### src/rtl/wb_b3_pkg.sv
// Shared Wishbone B3 burst encodings (CTI/BTE) and the burst-length to BTE mapping.
// Latency: none; constants and pure functions only.
// Backpressure: not applicable.
package wb_b3_pkg;

  // Cycle type identifiers
  localparam logic [2:0] CTI_CLASSIC = 3'b000;
  localparam logic [2:0] CTI_CONST   = 3'b001;
  localparam logic [2:0] CTI_INCR    = 3'b010;
  localparam logic [2:0] CTI_EOB     = 3'b111;

  // Burst type extensions
  localparam logic [1:0] BTE_LINEAR = 2'b00;
  localparam logic [1:0] BTE_WRAP4  = 2'b01;
  localparam logic [1:0] BTE_WRAP8  = 2'b10;
  localparam logic [1:0] BTE_WRAP16 = 2'b11;

  // Wrap size follows the line length; anything unsupported degrades to linear.
  function automatic logic [1:0] bte_for_len(input int unsigned len);
    logic [1:0] bte;
    case (len)
      4:       bte = BTE_WRAP4;
      8:       bte = BTE_WRAP8;
      16:      bte = BTE_WRAP16;
      default: bte = BTE_LINEAR;
    endcase
    return bte;
  endfunction

endpackage

### src/rtl/wb_b3_wrap_adr.sv
// Next word address inside a Wishbone B3 burst, wrapping within the aligned block chosen by BTE.
// Latency: purely combinational.
// Backpressure: none; the caller decides when to advance.
module wb_b3_wrap_adr
  import wb_b3_pkg::*;
#(
  parameter int aw = 32
) (
  input  logic [aw-1:0] adr_i,
  input  logic [1:0]    bte_i,
  output logic [aw-1:0] nxt_adr_o
);

  localparam logic [aw-3:0] WORD_ONE = {{(aw-3){1'b0}}, 1'b1};

  // Only the word bits inside the wrap block move; upper bits hold, byte bits stay zero.
  always_comb begin
    nxt_adr_o = adr_i;
    case (bte_i)
      BTE_WRAP4:  nxt_adr_o[3:2]    = adr_i[3:2] + 2'd1;
      BTE_WRAP8:  nxt_adr_o[4:2]    = adr_i[4:2] + 3'd1;
      BTE_WRAP16: nxt_adr_o[5:2]    = adr_i[5:2] + 4'd1;
      default:    nxt_adr_o[aw-1:2] = adr_i[aw-1:2] + WORD_ONE;
    endcase
    nxt_adr_o[1:0] = 2'b00;
  end

endmodule

### src/rtl/wb_b3_line_master.sv
// Turns one cache-line request into a critical-word-first Wishbone B3 wrap burst (refill or write-back).
// Latency: bus cycle starts the cycle after accept; next address/CTI one cycle after each ack; done/err one cycle after the final ack/err.
// Backpressure: req_ready_o only while idle; beats advance on wb_ack_i, wb_rty_i inserts a one-cycle bus release.
module wb_b3_line_master
  import wb_b3_pkg::*;
#(
  parameter int dw        = 32,
  parameter int aw        = 32,
  parameter int burst_len = 4
) (
  input  logic          wb_clk_i,
  input  logic          wb_rst_i,
  input  logic          req_valid_i,
  output logic          req_ready_o,
  input  logic [aw-1:0] req_adr_i,
  input  logic          req_we_i,
  input  logic [dw-1:0] wdat_i,
  output logic          wdat_rd_o,
  output logic [dw-1:0] rdat_o,
  output logic          rdat_valid_o,
  output logic          done_o,
  output logic          err_o,
  output logic [aw-1:0] wb_adr_o,
  output logic [2:0]    wb_cti_o,
  output logic [1:0]    wb_bte_o,
  output logic          wb_cyc_o,
  output logic          wb_stb_o,
  output logic          wb_we_o,
  output logic [3:0]    wb_sel_o,
  output logic [dw-1:0] wb_dat_o,
  input  logic          wb_ack_i,
  input  logic          wb_err_i,
  input  logic          wb_rty_i,
  input  logic [dw-1:0] wb_dat_i
);

  localparam int BW = $clog2(burst_len);
  localparam logic [BW-1:0] LAST_BEAT = BW'(burst_len - 1);
  localparam logic [1:0]    LINE_BTE  = bte_for_len(burst_len);

  localparam logic [1:0] S_IDLE  = 2'd0;
  localparam logic [1:0] S_BURST = 2'd1;
  localparam logic [1:0] S_HOLD  = 2'd2;

  logic [1:0]    state_q, state_d;
  logic [aw-1:0] adr_q, adr_d, nxt_adr;
  logic [BW-1:0] beat_q, beat_d;
  logic          we_q, we_d;
  logic          cyc_q, cyc_d;
  logic [2:0]    cti_q, cti_d;
  logic [1:0]    bte_q, bte_d;
  logic [3:0]    sel_q, sel_d;
  logic [dw-1:0] rdat_q, rdat_d;
  logic          rdat_vld_q, rdat_vld_d;
  logic          done_q, done_d;
  logic          err_q, err_d;
  logic          go_idle;
  logic          unused_adr_lsb;

  // Byte offset of the critical word is irrelevant: transfers are whole words.
  assign unused_adr_lsb = ^req_adr_i[1:0];

  function automatic logic [2:0] beat_cti(input logic [BW-1:0] beat);
    return (beat == LAST_BEAT) ? CTI_EOB : CTI_INCR;
  endfunction

  wb_b3_wrap_adr #(.aw(aw)) u_wrap_adr (
    .adr_i     (adr_q),
    .bte_i     (bte_q),
    .nxt_adr_o (nxt_adr)
  );

  // Burst sequencing: accept, advance on ack, abort on err, back off one cycle on rty.
  always_comb begin
    state_d    = state_q;
    adr_d      = adr_q;
    beat_d     = beat_q;
    we_d       = we_q;
    cyc_d      = cyc_q;
    cti_d      = cti_q;
    bte_d      = bte_q;
    sel_d      = sel_q;
    rdat_d     = rdat_q;
    rdat_vld_d = 1'b0;
    done_d     = 1'b0;
    err_d      = 1'b0;
    go_idle    = 1'b0;
    case (state_q)
      S_IDLE: begin
        if (req_valid_i) begin
          state_d = S_BURST;
          adr_d   = {req_adr_i[aw-1:2], 2'b00};
          we_d    = req_we_i;
          beat_d  = '0;
          cyc_d   = 1'b1;
          cti_d   = beat_cti('0);
          bte_d   = LINE_BTE;
          sel_d   = 4'hf;
        end
      end
      S_BURST: begin
        if (wb_err_i) begin
          // Error beats are not counted and never complete the line.
          err_d   = 1'b1;
          go_idle = 1'b1;
        end else if (wb_ack_i) begin
          if (!we_q) begin
            rdat_d     = wb_dat_i;
            rdat_vld_d = 1'b1;
          end
          if (beat_q == LAST_BEAT) begin
            done_d  = 1'b1;
            go_idle = 1'b1;
          end else begin
            adr_d  = nxt_adr;
            beat_d = beat_q + BW'(1);
            cti_d  = beat_cti(beat_q + BW'(1));
          end
        end else if (wb_rty_i) begin
          state_d = S_HOLD;
          cyc_d   = 1'b0;
        end
      end
      S_HOLD: begin
        // Reissue the same beat; address is untouched.
        state_d = S_BURST;
        cyc_d   = 1'b1;
        cti_d   = beat_cti(beat_q);
      end
      default: go_idle = 1'b1;
    endcase
    if (go_idle) begin
      state_d = S_IDLE;
      cyc_d   = 1'b0;
      we_d    = 1'b0;
      cti_d   = CTI_CLASSIC;
      bte_d   = BTE_LINEAR;
      sel_d   = 4'h0;
    end
  end

  // State and registered bus/client outputs, cleared by synchronous reset.
  always_ff @(posedge wb_clk_i) begin
    if (wb_rst_i) begin
      state_q    <= S_IDLE;
      adr_q      <= '0;
      beat_q     <= '0;
      we_q       <= 1'b0;
      cyc_q      <= 1'b0;
      cti_q      <= CTI_CLASSIC;
      bte_q      <= BTE_LINEAR;
      sel_q      <= 4'h0;
      rdat_q     <= '0;
      rdat_vld_q <= 1'b0;
      done_q     <= 1'b0;
      err_q      <= 1'b0;
    end else begin
      state_q    <= state_d;
      adr_q      <= adr_d;
      beat_q     <= beat_d;
      we_q       <= we_d;
      cyc_q      <= cyc_d;
      cti_q      <= cti_d;
      bte_q      <= bte_d;
      sel_q      <= sel_d;
      rdat_q     <= rdat_d;
      rdat_vld_q <= rdat_vld_d;
      done_q     <= done_d;
      err_q      <= err_d;
    end
  end

  assign req_ready_o  = (state_q == S_IDLE);
  assign wdat_rd_o    = (state_q == S_BURST) & we_q & wb_ack_i & ~wb_err_i;
  assign rdat_o       = rdat_q;
  assign rdat_valid_o = rdat_vld_q;
  assign done_o       = done_q;
  assign err_o        = err_q;
  assign wb_adr_o     = adr_q;
  assign wb_cti_o     = cti_q;
  assign wb_bte_o     = bte_q;
  assign wb_cyc_o     = cyc_q;
  assign wb_stb_o     = cyc_q;
  assign wb_we_o      = we_q;
  assign wb_sel_o     = sel_q;
  assign wb_dat_o     = wdat_i;

endmodule

### config.mk
export PLATFORM = sky130hd
export DESIGN_NAME = wb_b3_line_master
export DESIGN_NICKNAME = d
export VERILOG_FILES = /design/src/rtl/wb_b3_pkg.sv /design/src/rtl/wb_b3_wrap_adr.sv /design/src/rtl/wb_b3_line_master.sv
export SDC_FILE = /design/constraint.sdc
export NUM_CORES = 1
export LEC_CHECK = 0
export ABC_CLOCK_PERIOD_IN_PS = 4300
export CORE_MARGIN = 2
export CORE_UTILIZATION = 45
export DETAILED_ROUTE_END_ITERATION = 10
export DONT_BUFFER_PORTS = 1
export PLACE_DENSITY_LB_ADDON = 0.08
export SLEW_MARGIN = 0
export SYNTH_ARGS = -nofsm -noshare
export SYNTH_HDL_FRONTEND = slang
export SYNTH_SLANG_ARGS = --single-unit
export TNS_END_PERCENT = 100
### constraint.sdc
create_clock -name wb_clk_i -period 4.3 [get_ports wb_clk_i]
set_input_delay 1.075 -clock wb_clk_i [delete_from_list [all_inputs] [get_ports wb_clk_i]]
set_output_delay 1.075 -clock wb_clk_i [all_outputs]
set_load 0.02 [all_outputs]
* Word-level counts from Yosys, hierarchy flattened
Index checks and enable logic that the tools add are counted.
** Storage, ports and cells
- Bits in registers :: 78
- Input bits :: 103
- Word-level logic and storage cells :: 89
** Cells by class
- Add/sub/neg operators :: 3
- Equality and inequality tests :: 12
- Multiplexer cells :: 37
- Bitwise gates (word level) :: 7
- Reductions and logical operators :: 15
** Operator list (count)
- 32-bit two-way mux :: 4
- 32-bit one-hot mux with 2 select lines :: 1
- 30-bit by 1-bit adder with 30-bit output, second input constant :: 1
- 26-bit two-way mux :: 1
- 2-bit two-way mux :: 9
- 3-bit two-way mux :: 6
- 2-bit != test, second input constant :: 8
- 5-bit AND reduction :: 3
- 6-bit AND reduction :: 2
- 1-bit two-way mux :: 11
- 3-bit one-hot mux with 3 select lines :: 1
- 2-bit == test, second input constant :: 3
- 2-bit one-hot mux with 3 select lines :: 1
- 2-bit OR reduction :: 3
- 2-bit by 1-bit adder with 2-bit output, second input constant :: 2
- 1-bit NOT :: 4
- 2-bit one-hot mux with 2 select lines :: 1
- 4-bit AND reduction :: 1
- 4-bit OR reduction :: 1
- 1-bit bitwise AND :: 3
- 1-bit one-hot mux with 3 select lines :: 1
- 3-bit nonzero test :: 1
- 3-bit OR reduction :: 1
- 2-bit by 1-bit == test with 1-bit output, second input constant :: 1
- other kinds (4) :: 4

* Longest topological paths before layout
Gate-level depths: netlist of the first run.
- Depth after elaboration :: 7
- Mapped depth :: 9

* Cells and area by module
Synthesis of the first run repeated with hierarchy kept, for this count alone.
** Unflattened totals
- Cells, all modules :: 501
- Area total of the unflattened synthesis :: 4449.3 sq um
** Modules (own cells, without submodules)
- wb_b3_line_master :: times used 1, cells an instance 396, area an instance 3739.8 sq um
- wb_b3_wrap_adr :: times used 1, cells an instance 105, area an instance 709.4 sq um

* Least setup slack after synthesis of the first run
No wires, ideal clock.
- Kind :: reg2out
- Start :: reg state_q[0]
- End :: out wdat_rd_o
- Arrival :: 1747 ps
- Slack :: 1478 ps
- Cell stages (with the launch flop) :: 6
- Path buffers :: 3
- Cell sequence :: dfxtp_1 -> ha_1 -> buf_2 -> buf_1 -> clkbuf_1 -> and3_1
** On the way
- Cells in the longest elaborated chain, start to end :: 4
** RTL lines
- start, declared :: RTL line wb_b3_line_master.sv:45 : logic [1:0] state_q, state_d;
- start signal, assigned :: RTL line wb_b3_line_master.sv:158 : state_q <= state_d;
- 2-bit by 1-bit == test with 1-bit output :: RTL line wb_b3_line_master.sv:174 : assign wdat_rd_o = (state_q == S_BURST) & we_q & wb_ack_i & ~wb_err_i;
- 1-bit bitwise AND (3 in a row) :: RTL line wb_b3_line_master.sv:174
- end, declared :: RTL line wb_b3_line_master.sv:18 : output logic wdat_rd_o,
Every way passes these cells.

* Worst setup path after layout of the first run
Same ends and word-level chain as after synthesis.

==> results of run 1 <==
stage by stage:
step,hold WS [ps],util,worst slack (ps),cells
final,553,0.452,1260,558
after floorplan,514,-,1480,495
after CTS,555,0.452,1220,558
after global routing,570,0.452,1150,558
after detailed placement,543,0.429,1490,542
after global placement,539,0.429,1620,542
cell families after synthesis:
kind of cell | count (synthesis)
AO/OA/AOI/OAI | 114
adder cells (fa/ha/maj) | 7
buffers and inverters | 75
flip-flops | 73
multiplexers | 12
other | 1
AND/OR/NAND/NOR | 211
synth_stat cells (4+ instances only):
cell and count:
a211oi_1 5, a21oi_1 53, a22oi_1 13, and2_1 6, buf_4 41, clkbuf_1 21, dfxtp_1 73, ha_1 7
inv_1 8, mux2_2 4, mux2i_1 8, nand2_1 96, nand3_1 21, nand4_1 8, nor2_1 30, nor2b_1 5
nor3_1 15, o211ai_1 4, o21ai_0 6, o221ai_1 10, o22ai_1 5
worst register-to-register path, stage by stage, from the launching register on:
cell and delay [ps]:
dfxtp_1 650, ha_1 250, buf_4 360, nand2_1 140
nor2_2 930, nand2_1 170, a21oi_1 160
routing by layer:
metal,vias up,global-route usage,routed length (um)
li1,1615,-,-
met2,126,0.342,4710
met5,-,0,0
met4,0,0.0716,170
met1,1523,0.281,4410
met3,26,0.0770,918
report_power, final:
part,switching (uW),internal [uW]
Combinational,441,241
Sequential,362,808
Clock,276,285
area by class of cell:
cell class,instances,share of cell area
Timing Repair Buffer,5,0.00966
Clock buffer,10,0.0354
Tap cell,108,0.0348
Inverter,9,0.00869
Multi-Input combinational cell,347,0.518
Clock inverter,6,0.0174
Sequential cell,73,0.376
worst min-delay path by stage:
stage | startpoint | to | slack, ps | cells past startpoint
final | rdat_o[15]$_SDFFE_PP0P_ | rdat_o[15]$_SDFFE_PP0P_ | 550 | 2
after global routing | rdat_o[5]$_SDFFE_PP0P_ | rdat_o[5]$_SDFFE_PP0P_ | 570 | 2
after CTS | rdat_o[4]$_SDFFE_PP0P_ | rdat_o[4]$_SDFFE_PP0P_ | 560 | 2
after detailed placement | rdat_o[4]$_SDFFE_PP0P_ | rdat_o[4]$_SDFFE_PP0P_ | 540 | 2
after global placement | rdat_o[5]$_SDFFE_PP0P_ | rdat_o[5]$_SDFFE_PP0P_ | 540 | 2
after floorplan | state_q[1]$_SDFFE_PP0P_ | state_q[1]$_SDFFE_PP0P_ | 510 | 2
sequential cells by signal, summed over array words and instances, names as in the netlist, 2 cells and up:
register and flops:
wb_adr_o 30, rdat_o 32, state_q 2, beat_q 2, wb_cti_o 2
==> impl_metrics.tcl, run 1 <==
set metrics [dict create \
    cp-start-kind "flip-flop" \
    synth.cell_area_sq_um 3910 \
    critPathKind "reg2out" \
    cp_slowest_cell "dfxtp_1" \
    report.final.slew_viol_count 0 \
    avgSynthCellArea_sq_um 7.93 \
    crit_path_max_incr_delay_ps 650 \
    synth_compound_area_frac 0.188 \
    tightest_slew_ps 1210 \
    cts_root_buffer "clkbuf_8" \
    placed_cell_area_sq_um 3680 \
    ff2ff_path_depth 6 \
    regToRegSetupSlack_ps 1580 \
    cp_num_cells 3 \
    synthCells 493 \
    grt_setup_unrepaired "no" \
    hpwl_um 7040 \
    ir_worst_vdd_uv 321 \
    yosysSeqAreaShare 0.374 \
    htree_levels 3 \
    total_leakage_power_uw 0.00134 \
    antenna_found_initial 0 \
    cts_sinks 73 \
    fp.dieH_um 97.2 \
    drt_iter0_drc 164 \
    clockBufferDepth 2 \
    yosysTopAreaCellShare 0.374 \
    place_congestion 0.761 \
    cap_viol_max_count 0 \
    clock_latency_ps 350 \
    final_common_cell "nand2_1" \
    yosys-top-cells-area "dfxtp_1 (37%), nand2_1 (9.2%), buf_4 (7.9%), a21oi_1 (6.8%), nor2_1 (2.9%)" \
    viasPerCell 5.90 \
    grt_pass1_wl_um 16800 \
    cts_tree "built" \
    synth-edff-count 0 \
    multi_input_area_sq_um 2010 \
    start_util 0.455 \
    power_density_nw_per_um2 621 \
    synth_top_family_by_area "simple AND/OR/NAND/NOR gates" \
    seq_area_sq_um 1460 \
    crit_fanout 37 \
    vias 3290 \
    post_synth_and_or_nand_nor_area_fraction 0.267 \
    clock_skew_ps 9.71 \
    grt_max_degree 68 \
    r2r-end "rdat_o[17]$_SDFFE_PP0P_" \
    cts_resized 0 \
    slew_headroom 0.189 \
    worstSetupEndpointType "output pin" \
    synth_xor_area_frac 0 \
    final_cell_mix "nand2_1 (96), dfxtp_1 (73), a21oi_1 (53)" \
    area_growth_pct -0.608 \
    fin_crit_sh 0.707 \
    finalHoldViolCount 0 \
    cts_made_buffers 9 \
    final_area_sq_um 3890 \
    io_buffer_count 0 \
    synthMuxAreaShare 0.0320 \
    ctsHoldBuffers 0 \
    crit_family "flip-flops" \
    min_path_type "reg2reg" \
    antenna-diode-count 0 \
    clock.fmax_mhz 329 \
    synth-main-ff-cell "dfxtp_1" \
    clkTransAtPathRegs_ps 80 \
    p_total_uw 2410 \
    firstDrtPassIters 5 \
    fillers 891 \
    die_w_um 97.2 \
    cp_data_arrival_time_ps 1970 \
    yosysUniqueCellTypes 61 \
    crit_buf_inv 1 \
    setup_tns_ps 0 \
    synth_seq_cells 73 \
    grt_pass1_vias 3256 \
    fin_crit_ps 3040 \
    r2r_start "state_q[0]$_SDFFE_PP0P_" \
    synth_warnings 0 \
    grt_usage 0.218 \
    drcViolationCount 0 \
    crit_path_start "state_q[0]$_SDFFE_PP0P_" \
    synthArstFlopShare 0 \
    setup_viol 0 \
    die_area_sq_um 9450 \
    nets 555 \
    core_area_sq_um 8590 \
    drive_gt1_frac 0.0933 \
    critPathCapture "wdat_rd_o" \
    outcome "finished, final reports clean" \
    crit_required_ps 3220 \
    pin_count 216 \
    cts_setup_buffers 0 \
    routedWlPerCell_um 18.3 \
    ant_nets 0 \
    rows 34 \
    synth_top_cell_by_area "dfxtp_1" \
    worstPathCellList "ha_1 -> buf_4 -> and3_1" \
    drt-total-wl_um 10200 \
    grt_remaining_overflow 0 \
    synth_adder_area_share 0.0224 \
]
Note: power is estimated with default switching activity, not from simulation.
==> inputs of run 2 (changes only) <==
--- a/config.mk
+++ b/config.mk
@@ -5,7 +5,7 @@
 export SDC_FILE = /design/constraint.sdc
 export NUM_CORES = 1
 export LEC_CHECK = 0
-export ABC_CLOCK_PERIOD_IN_PS = 4300
+export ABC_CLOCK_PERIOD_IN_PS = 3000
 export CORE_MARGIN = 2
 export CORE_UTILIZATION = 45
 export DETAILED_ROUTE_END_ITERATION = 10
==> constraint.sdc (replaced) <==
create_clock -name wb_clk_i -period 3 [get_ports wb_clk_i]
set_input_delay 0.75 -clock wb_clk_i [delete_from_list [all_inputs] [get_ports wb_clk_i]]
set_output_delay 0.75 -clock wb_clk_i [all_outputs]
set_load 0.02 [all_outputs]
==> impl_metrics.tcl, run 2 (same netlist as run 1, synthesis figures left out) <==
set metrics [dict create \
    fp.dieH_um 97.2 \
    min_from "wb_rst_i" \
    hold_end "rdat_o[25]$_SDFFE_PP0P_" \
    drt-total-wl_um 10400 \
    crit_required_ps 3230 \
    p_total_uw 3690 \
    hold_path_depth 1 \
    htree_levels 3 \
    nets 567 \
    grt_usage 0.219 \
    cts_sinks 73 \
    io_buffer_count 0 \
    cts_resized 0 \
    fillers 877 \
    slew_headroom 0.491 \
    vias 3339 \
    seq_area_sq_um 1460 \
    dp.cells 554 \
    clock.fmax_mhz 420 \
    grt_pass1_wl_um 16900 \
    antenna_found_initial 0 \
    regToRegSetupSlack_ps 620 \
    outcome "finished, final reports clean" \
    viasPerCell 5.86 \
    ir_worst_vdd_uv 347 \
    fin_crit_ps 2380 \
    clockBufferDepth 2 \
    critPathKind "reg2reg" \
    grt_pass1_vias 3156 \
    final_common_cell "nand2_1" \
    clkTransAtPathRegs_ps 80 \
    setup_tns_ps 0 \
    fin_crit_sh 0.794 \
    area_growth_pct 2.66 \
    largest_reg_flops 32 \
    cts_setup_buffers 0 \
    cts_tree "built" \
    worstSetupEndpointType "flip-flop" \
    place_congestion 0.757 \
    grt_remaining_overflow 0 \
    min_path_type "in2reg" \
    tightest_slew_ps 756 \
    total_leakage_power_uw 0.00142 \
    ctsHoldBuffers 0 \
    drcViolationCount 0 \
    grt_setup_unrepaired "no" \
    fin_ws_ps 619 \
    pre_cts_ws_ps 657 \
    routedWlPerCell_um 18.2 \
    r2r_start "wb_adr_o[4]$_SDFFE_PP0P_" \
    drive_gt1_frac 0.115 \
    core_area_sq_um 8590 \
    die_w_um 97.2 \
    cp_data_arrival_time_ps 2610 \
    cts_root_buffer "clkbuf_8" \
    report.final.slew_viol_count 0 \
    start_util 0.455 \
    clock_latency_ps 340 \
    drt_iter0_drc 189 \
    antenna-diode-count 0 \
    firstDrtPassIters 5 \
    instances_no_fill 570 \
    setup_viol 0 \
    power_density_nw_per_um2 920 \
    final_util 0.467 \
    cp-start-kind "flip-flop" \
    rows 34 \
    hpwl_um 7160 \
    cap_viol_max_count 0 \
    r2r-end "wb_adr_o[25]$_SDFFE_PP0P_" \
    ant_nets 0 \
    pin_count 216 \
    cts_made_buffers 9 \
    grt_max_degree 68 \
    die_area_sq_um 9450 \
    crit_fanout 8 \
    finalHoldViolCount 0 \
    multi_input_area_sq_um 2010 \
    final_cell_mix "nand2_1 (96), dfxtp_1 (73), a21oi_1 (53)" \
    ff2ff_path_depth 5 \
    clock_skew_ps 8.58 \
]
run 2: cell types whose count changed in the layout (fill, tap and decap cells not counted):
cell and delta:
bufinv_16 +2, clkinv_2 -1, buf_4 +12, clkbuf_8 -1, inv_6 +1, clkbuf_1 +1, clkinv_4 -1, clkinvlp_4 -1
run 2: report_power, final:
group	switching, uW	total (uW)	internal, uW
registers	425	1580	1160
logic	750	1170	415
clock network	389	946	557
run 2: cell type report:
type,count,share of cell area
Multi-Input combinational cell,347,0.502
Sequential cell,73,0.364
Tap cell,108,0.0337
Clock buffer,10,0.0318
Timing Repair Buffer,17,0.0318
Clock inverter,6,0.0287
Inverter,9,0.00841
run 2: how the worst max path moves through the flow:
stage	cells after the start	slack, ps	endpoint	from
6_report	5	620	wb_adr_o[25]$_SDFFE_PP0P_	wb_adr_o[4]$_SDFFE_PP0P_
3_5_place_dp	5	660	wb_adr_o[25]$_SDFFE_PP0P_	wb_adr_o[4]$_SDFFE_PP0P_
2_1_floorplan	5	500	wdat_rd_o	state_q[0]$_SDFFE_PP0P_
5_1_grt	6	400	wb_adr_o[30]$_SDFFE_PP0P_	wb_adr_o[2]$_SDFFE_PP0P_
4_1_cts	5	640	wb_adr_o[25]$_SDFFE_PP0P_	wb_adr_o[4]$_SDFFE_PP0P_
3_3_place_gp	5	680	wb_adr_o[25]$_SDFFE_PP0P_	wb_adr_o[9]$_SDFFE_PP0P_
run 2: per-stage QoR:
stage | instance area, sq um | hold slack (ps)
after floorplan | 3920 | 514
after global placement | 3770 | 539
after detailed placement | 3770 | 540
after CTS | 4020 | 449
after global routing | 4020 | 448
final | 4020 | 472
run 2: critical path: stages, from the launching register on:
cell and delay, ps:
dfxtp_1 620, nand4_4 200, or4_4 580, nor3_1 240
mux2_2 360, or2_2 260
run 2: routing by layer:
metal / up-vias / GRT usage / wire [um]
li1: 1639 / - / -
met1: 1545 / 0.294 / 4510
met2: 132 / 0.329 / 4700
met3: 23 / 0.0748 / 1010
met4: 0 / 0.0812 / 122
met5: - / 0 / 0
